===== config.mk =====
export PLATFORM = sky130hd
export DESIGN_NAME = line_mem_resp_fifo
export DESIGN_NICKNAME = d
export VERILOG_FILES = /design/src/rtl/line_mem_resp_fifo.sv
export SDC_FILE = /design/constraint.sdc
export NUM_CORES = 1
export LEC_CHECK = 0
export ABC_CLOCK_PERIOD_IN_PS = 3100
export CAP_MARGIN = 0
export CORE_UTILIZATION = 35
export CTS_CLUSTER_SIZE = 20
export DETAILED_ROUTE_END_ITERATION = 6
export GPL_TIMING_DRIVEN = 0
export SETUP_SLACK_MARGIN = 0.2
export SYNTH_ARGS = -nofsm -noshare
export SYNTH_HDL_FRONTEND = slang
export SYNTH_SLANG_ARGS = --single-unit

===== constraint.sdc =====
create_clock -name clk_i -period 3.1 [get_ports clk_i]
set_clock_uncertainty 0.15 [all_clocks]
set_input_delay 0.93 -clock clk_i [delete_from_list [all_inputs] [get_ports clk_i]]
set_output_delay 0.93 -clock clk_i [all_outputs]
set_load 0.02 [all_outputs]

===== src/rtl/line_mem_resp_fifo.sv =====
// line_mem_resp_fifo: first-word-fall-through FIFO holding read responses.
// Head entry is visible on pop_data whenever empty is low.
module line_mem_resp_fifo #(
   parameter int DEPTH = 4,
   parameter int WIDTH = 8
) (
   input  logic             clk_i,
   input  logic             rst_ni,
   input  logic             push,
   input  logic [WIDTH-1:0] push_data,
   input  logic             pop,
   output logic [WIDTH-1:0] pop_data,
   output logic             empty,
   output logic             full
);

   localparam int PTR_W = (DEPTH > 1) ? $clog2(DEPTH) : 1;
   localparam int CNT_W = $clog2(DEPTH + 1);

   logic [WIDTH-1:0] store [DEPTH];
   logic [PTR_W-1:0] wr_ptr;
   logic [PTR_W-1:0] rd_ptr;
   logic [CNT_W-1:0] count;
   logic             do_push;
   logic             do_pop;

   assign do_push  = push && !full;
   assign do_pop   = pop && !empty;
   assign empty    = (count == '0);
   assign full     = (count == CNT_W'(DEPTH));
   assign pop_data = store[rd_ptr];

   // Pointers and occupancy; depth need not be a power of two, so wrap explicitly.
   always_ff @(posedge clk_i or negedge rst_ni) begin
      if (!rst_ni) begin
         wr_ptr <= '0;
         rd_ptr <= '0;
         count  <= '0;
      end else begin
         if (do_push) begin
            wr_ptr <= (wr_ptr == PTR_W'(DEPTH - 1)) ? '0 : wr_ptr + 1'b1;
         end
         if (do_pop) begin
            rd_ptr <= (rd_ptr == PTR_W'(DEPTH - 1)) ? '0 : rd_ptr + 1'b1;
         end
         case ({do_push, do_pop})
            2'b10:   count <= count + 1'b1;
            2'b01:   count <= count - 1'b1;
            default: count <= count;
         endcase
      end
   end

   // Entry storage; contents are only meaningful while counted as occupied.
   always_ff @(posedge clk_i) begin
      if (do_push) begin
         store[wr_ptr] <= push_data;
      end
   end

endmodule


# Word-level counts from Yosys, hierarchy flattened
# Memories as Yosys holds them, arrays and structs flattened.
# Cells that the tools add are included.
[op_classes]
eq_ne = 5
reduce_logical = 6
n_addsub = 4
mux = 5
[ops]
columns = ["op", "n"]
rows = [
  ["$eq A2 B2 Y1 const B", 3],
  ["$pmux W3 S2", 1],
  ["$add A2 B1 Y2 const B", 2],
  ["$mux W2", 2],
  ["$add A3 B1 Y3 const B", 1],
  ["$eq A3 B3 Y1 const B", 1],
  ["$logic_not A3 Y1", 1],
  ["$sub A3 B1 Y3 const B", 1],
  ["$eq A2 B1 Y1 const B", 1],
  ["$logic_and A1 B1 Y1", 2],
  ["$logic_not A1 Y1", 2],
  ["$mux W1", 2],
  ["$reduce_bool A2 Y1", 1],
]
[totals]
ff_bits = 7
wordCells = 24
memories = 1
ramBits = 32
input_bits = 12
[mem_list]
columns = ["name", "depth", "word_bits", "read_ports", "rd_ports_with_merged_regs", "wr", "line", "source"]
rows = [
  ["store", 4, 8, 1, 0, 1, "20", "logic [WIDTH-1:0] store [DEPTH];"],
]

# Logic depth before layout (Yosys ltp)
[logic_depth]
ltp_word = 5
depth_mapped = 9

# Worst setup path before layout
# Ideal clock, no wire load.
[synth_path]
path_type = "input to register"
startpoint = "input port push"
endpoint = "register count[2]"
t_arrival_ns = 2.067
setup_ns = 0.079
required_time_ns = 2.871
path_slack_ns = 0.803
path_stages = 8
path_cell_list = "and2_4 > inv_1 > ha_1 > inv_1 > fa_1 > xor2_1 > nor2_1 > xor2_1"
[synth_between]
elab_chain_len = 3
elab_cells_between_ends = 5
[synth_lines]
columns = ["item", "line", "source"]
rows = [
  ["from (decl)", "9", "input logic push,"],
  ["$logic_and A1 B1 Y1 *", "27", "assign do_push = push && !full;"],
  ["$eq A2 B1 Y1 or $eq A2 B2 Y1 (tied branches)", "46", "case ({do_push, do_pop})"],
  ["$pmux W3 S2 or $reduce_bool A2 Y1 (tied branches)", "-", ""],
  ["to (signal assigned)", "47", "2'b10: count <= count + 1'b1;"],
  ["to (signal assigned)", "48", "2'b01: count <= count - 1'b1;"],
  ["to (signal assigned)", "49", "default: count <= count;"],
  ["to (decl)", "23", "logic [CNT_W-1:0] count;"],
]
# Mark *: on every way between the ends. The rest lies on a longest branch, timed or not.
# A chain may end at the register's enable or synchronous reset.

# Worst setup path after layout
[layout_path]
startpoint = "register rd_ptr[0]"
endpoint = "output port pop_data[4]"
[layout_between]
elab_chain_len = 1
[layout_lines]
columns = ["item", "line", "source"]
rows = [
  ["from (decl)", "22", "logic [PTR_W-1:0] rd_ptr;"],
  ["from (signal assigned)", "44", "rd_ptr <= (rd_ptr == PTR_W'(DEPTH - 1)) ? '0 : rd_ptr + 1'b1;"],
  ["$mem_v2 Z4 W8", "-", ""],
  ["to (decl)", "12", "output logic [WIDTH-1:0] pop_data,"],
]
# No other way between the ends.

==> impl_metrics.yaml <==
synth:
  synthMostInstantiatedCell: "edfxtp_1"
  synth_top_area_frac: 0.596
  synth_nets: 102
  ys_ff_latch: 39
  ys_seq_area_frac: 0.705
  yosys-top-cells-count: "32 x edfxtp_1, 8 x inv_1, 8 x mux4_2"
  syn_area_mm2: 0.00161
  syn_inst: 83
  synth-edff-count: 32
  syn_avg_cell_area_um2: 19.4
  dominantRegCellSynth: "edfxtp_1"
  yosys-top-cells-area: "edfxtp_1 60%, mux4_2 11%, dfrtp_1 11%, ha_1 4.7%, and3_2 1.9%"
  yosysTopAreaCell: "edfxtp_1"
  ys_warn_count: 0
  ys_async_sr_fraction: 0.179
  synth.distinct_cells: 19
sta:
  fmax_ghz: 0.355
  hold_viol_final: 0
  grt_setup_unrepaired: "no"
  worst_hold_slack_ns: 0.342
  setup_tns_ns: 0
  worst-slew-pin-transition_ns: 0.340
  slew_violations: 0
  setup_viol: 0
  finalCritPeriodShare: 0.908
  relSlewSlack: 0.773
  period_minus_slack_ns: 2.81
cells_and_area:
  layout.nets: 130
  fillers: 395
  n_antenna_cell: 0
  drive_gt1_frac: 0.232
  fin_area_mm2: 0.00197
  seq_area_mm2: 0.00114
  utilization: 0.450
  synthToLayoutAreaGrowth_pct: 22.4
  multiInputGateArea_um2: 437
setup_path:
  endpoint_kind: "output pin"
  r2r-end: "count[2]"
  crit_buf_inv: 2
  cp.arrival_ns: 1.73
  cp_slowest_cell: "mux4_2"
  max_stage_delay_ns: 0.53
  reg2reg_depth: 9
  crit_path_start_kind: "flip-flop"
  rrSetupSlack_ns: 0.73
  cp_cell_sequence: "buf_4 -> mux4_2 -> dlygate4sd2_1"
  crit_fanout: 10
  reg2reg_from: "count[0]"
  crit_family: "buffers and inverters"
  cp_data_required_time_ns: 2.02
  worstSetupPathType: "flip-flop to output pin"
place:
  io_buffers: 21
  dpl_cell_area_mm2: 0.00189
  gp_congestion: 0.640
  dp_hpwl_um: 1640
clock_network:
  post_cts_buffers: 0
  cts-buffers-inserted: 5
  ctsLongestPathBuffers: 2
  cts_sinks: 39
  clock_latency_ns: 0.28
  holdBufCountCts: 0
  cts_tree: "built"
  h-tree-depth: 2
  cts-root-buf: "clkbuf_8"
  path_clk_slew_ns: 0.07
min_path:
  whs_endpoint: "count[2]"
  min_path_cells: 1
  min_from: "count[2]"
  min_path_type: "flip-flop to flip-flop"
global_routing:
  grt_max_degree: 12
  grt_pass1_vias: 850
  grt_remaining_overflow: 0
  grt_pass1_wl_um: 4080
  antenna_found_initial: 0
  track_usage: 0.115
detailed_routing:
  drt-total-wl_um: 2460
  drt-pass1-iter-count: 4
  drtIter0Drc: 31
  num_vias: 787
  viasPerCell: 4.80
  drcViolationCount: 0
  ant_nets: 0
  wire_per_inst_um: 15.0
pwr:
  p_leak_nw: 0.767
  vdd_drop_max_mv: 0.439
  powerDensity_mw_per_mm2: 920
  p_total_w: 0.00182
die:
  fp.dieArea_mm2: 0.00488
  ios: 22
  die_h_um: 69.9
  rows: 24
  coreArea_mm2: 0.00438
  die_w_um: 69.9
  start_util: 0.368
status:
  outcome: "complete, no violations"
job:
  maxCapViolCount: 0
## through the flow
step | setup WS [ns] | instances
floorplan | 0.803 | 83
global placement | 0.237 | 156
detailed placement | 0.220 | 156
CTS | 0.206 | 164
global route | 0.212 | 164
finish | 0.286 | 164
## where the power goes
part | switching [W] | internal, W | leakage [nW]
clock network | 0.000160 | 0.000178 | 0.0459
registers | 0.0000583 | 0.000711 | 0.375
logic | 0.000363 | 0.000346 | 0.346
## cell families after synthesis
family        after synthesis  share of synthesized area
xor+xnor                    3                     0.0163
buf+inv                    10                     0.0241
mux                        13                      0.151
flops                      39                      0.705
fa+ha+maj                   7                     0.0590
simple gates               11                     0.0450
## flip-flops by register name, summed over array words and instances (netlist names)
register	cells
count	3
rd_ptr	2
store	32
wr_ptr	2
## layer usage
layer  track usage  share of wire
met1         0.137           0.45
met2         0.182           0.48
met4        0.0711          0.024
met5             0              0
met3        0.0375          0.045
## worst max path at each step
| stage | start | end | slack [ns] | cells past startpoint |
|---|---|---|---|---|
| 6_report | rd_ptr[0] | pop_data[4] | 0.29 | 3 |
| 5_1_grt | rd_ptr[0] | pop_data[4] | 0.21 | 3 |
| 4_1_cts | count[0] | full | 0.21 | 3 |
| 3_5_place_dp | push | count[2] | 0.22 | 9 |
| 3_3_place_gp | push | count[2] | 0.24 | 9 |
| 2_1_floorplan | push | count[2] | 0.80 | 8 |
## layout by cell type (no fill, tap or decap)
| cell | netlist | routed |
|---|---|---|
| edfxtp_1 | 32 | 32 |
| clkdlybuf4s50_1 | 0 | 12 |
| inv_1 | 8 | 8 |
| mux4_2 | 8 | 8 |
| dlygate4sd2_1 | 0 | 8 |
| dfrtp_1 | 7 | 7 |
| ha_1 | 6 | 6 |
| clkbuf_8 | 0 | 6 |
| and3_2 | 4 | 4 |
| nor2_1 | 3 | 3 |
| mux2_4 | 2 | 2 |
| mux2_2 | 2 | 2 |
| xor2_1 | 2 | 2 |
| nor3_1 | 1 | 1 |
| nand2b_1 | 1 | 1 |
| or3b_4 | 1 | 1 |
| buf_4 | 0 | 1 |
| buf_2 | 1 | 1 |
| and2_4 | 1 | 1 |
| mux2i_1 | 1 | 1 |
| xnor2_1 | 1 | 1 |
| fa_1 | 1 | 1 |
| clkinv_1 | 0 | 1 |
| clkbuf_1 | 0 | 1 |
| dlymetal6s2s_1 | 0 | 1 |
## timing repair
action                                 in CTS  in global routing
endpoints found under the hold margin       0                  0
setup endpoints to repair                   8                  1
gates resized for setup                    10                  1
## cell type report
class	count	share of cell area
clock buffer	7	0.0438
clock inverter	1	0.00190
sequential	39	0.576
inverter	8	0.0152
tap	52	0.0330
buffer	2	0.00634
timing repair buffer	21	0.103
multi-input combinational	34	0.221
No activity file was read; power rests on OpenSTA's default activity.
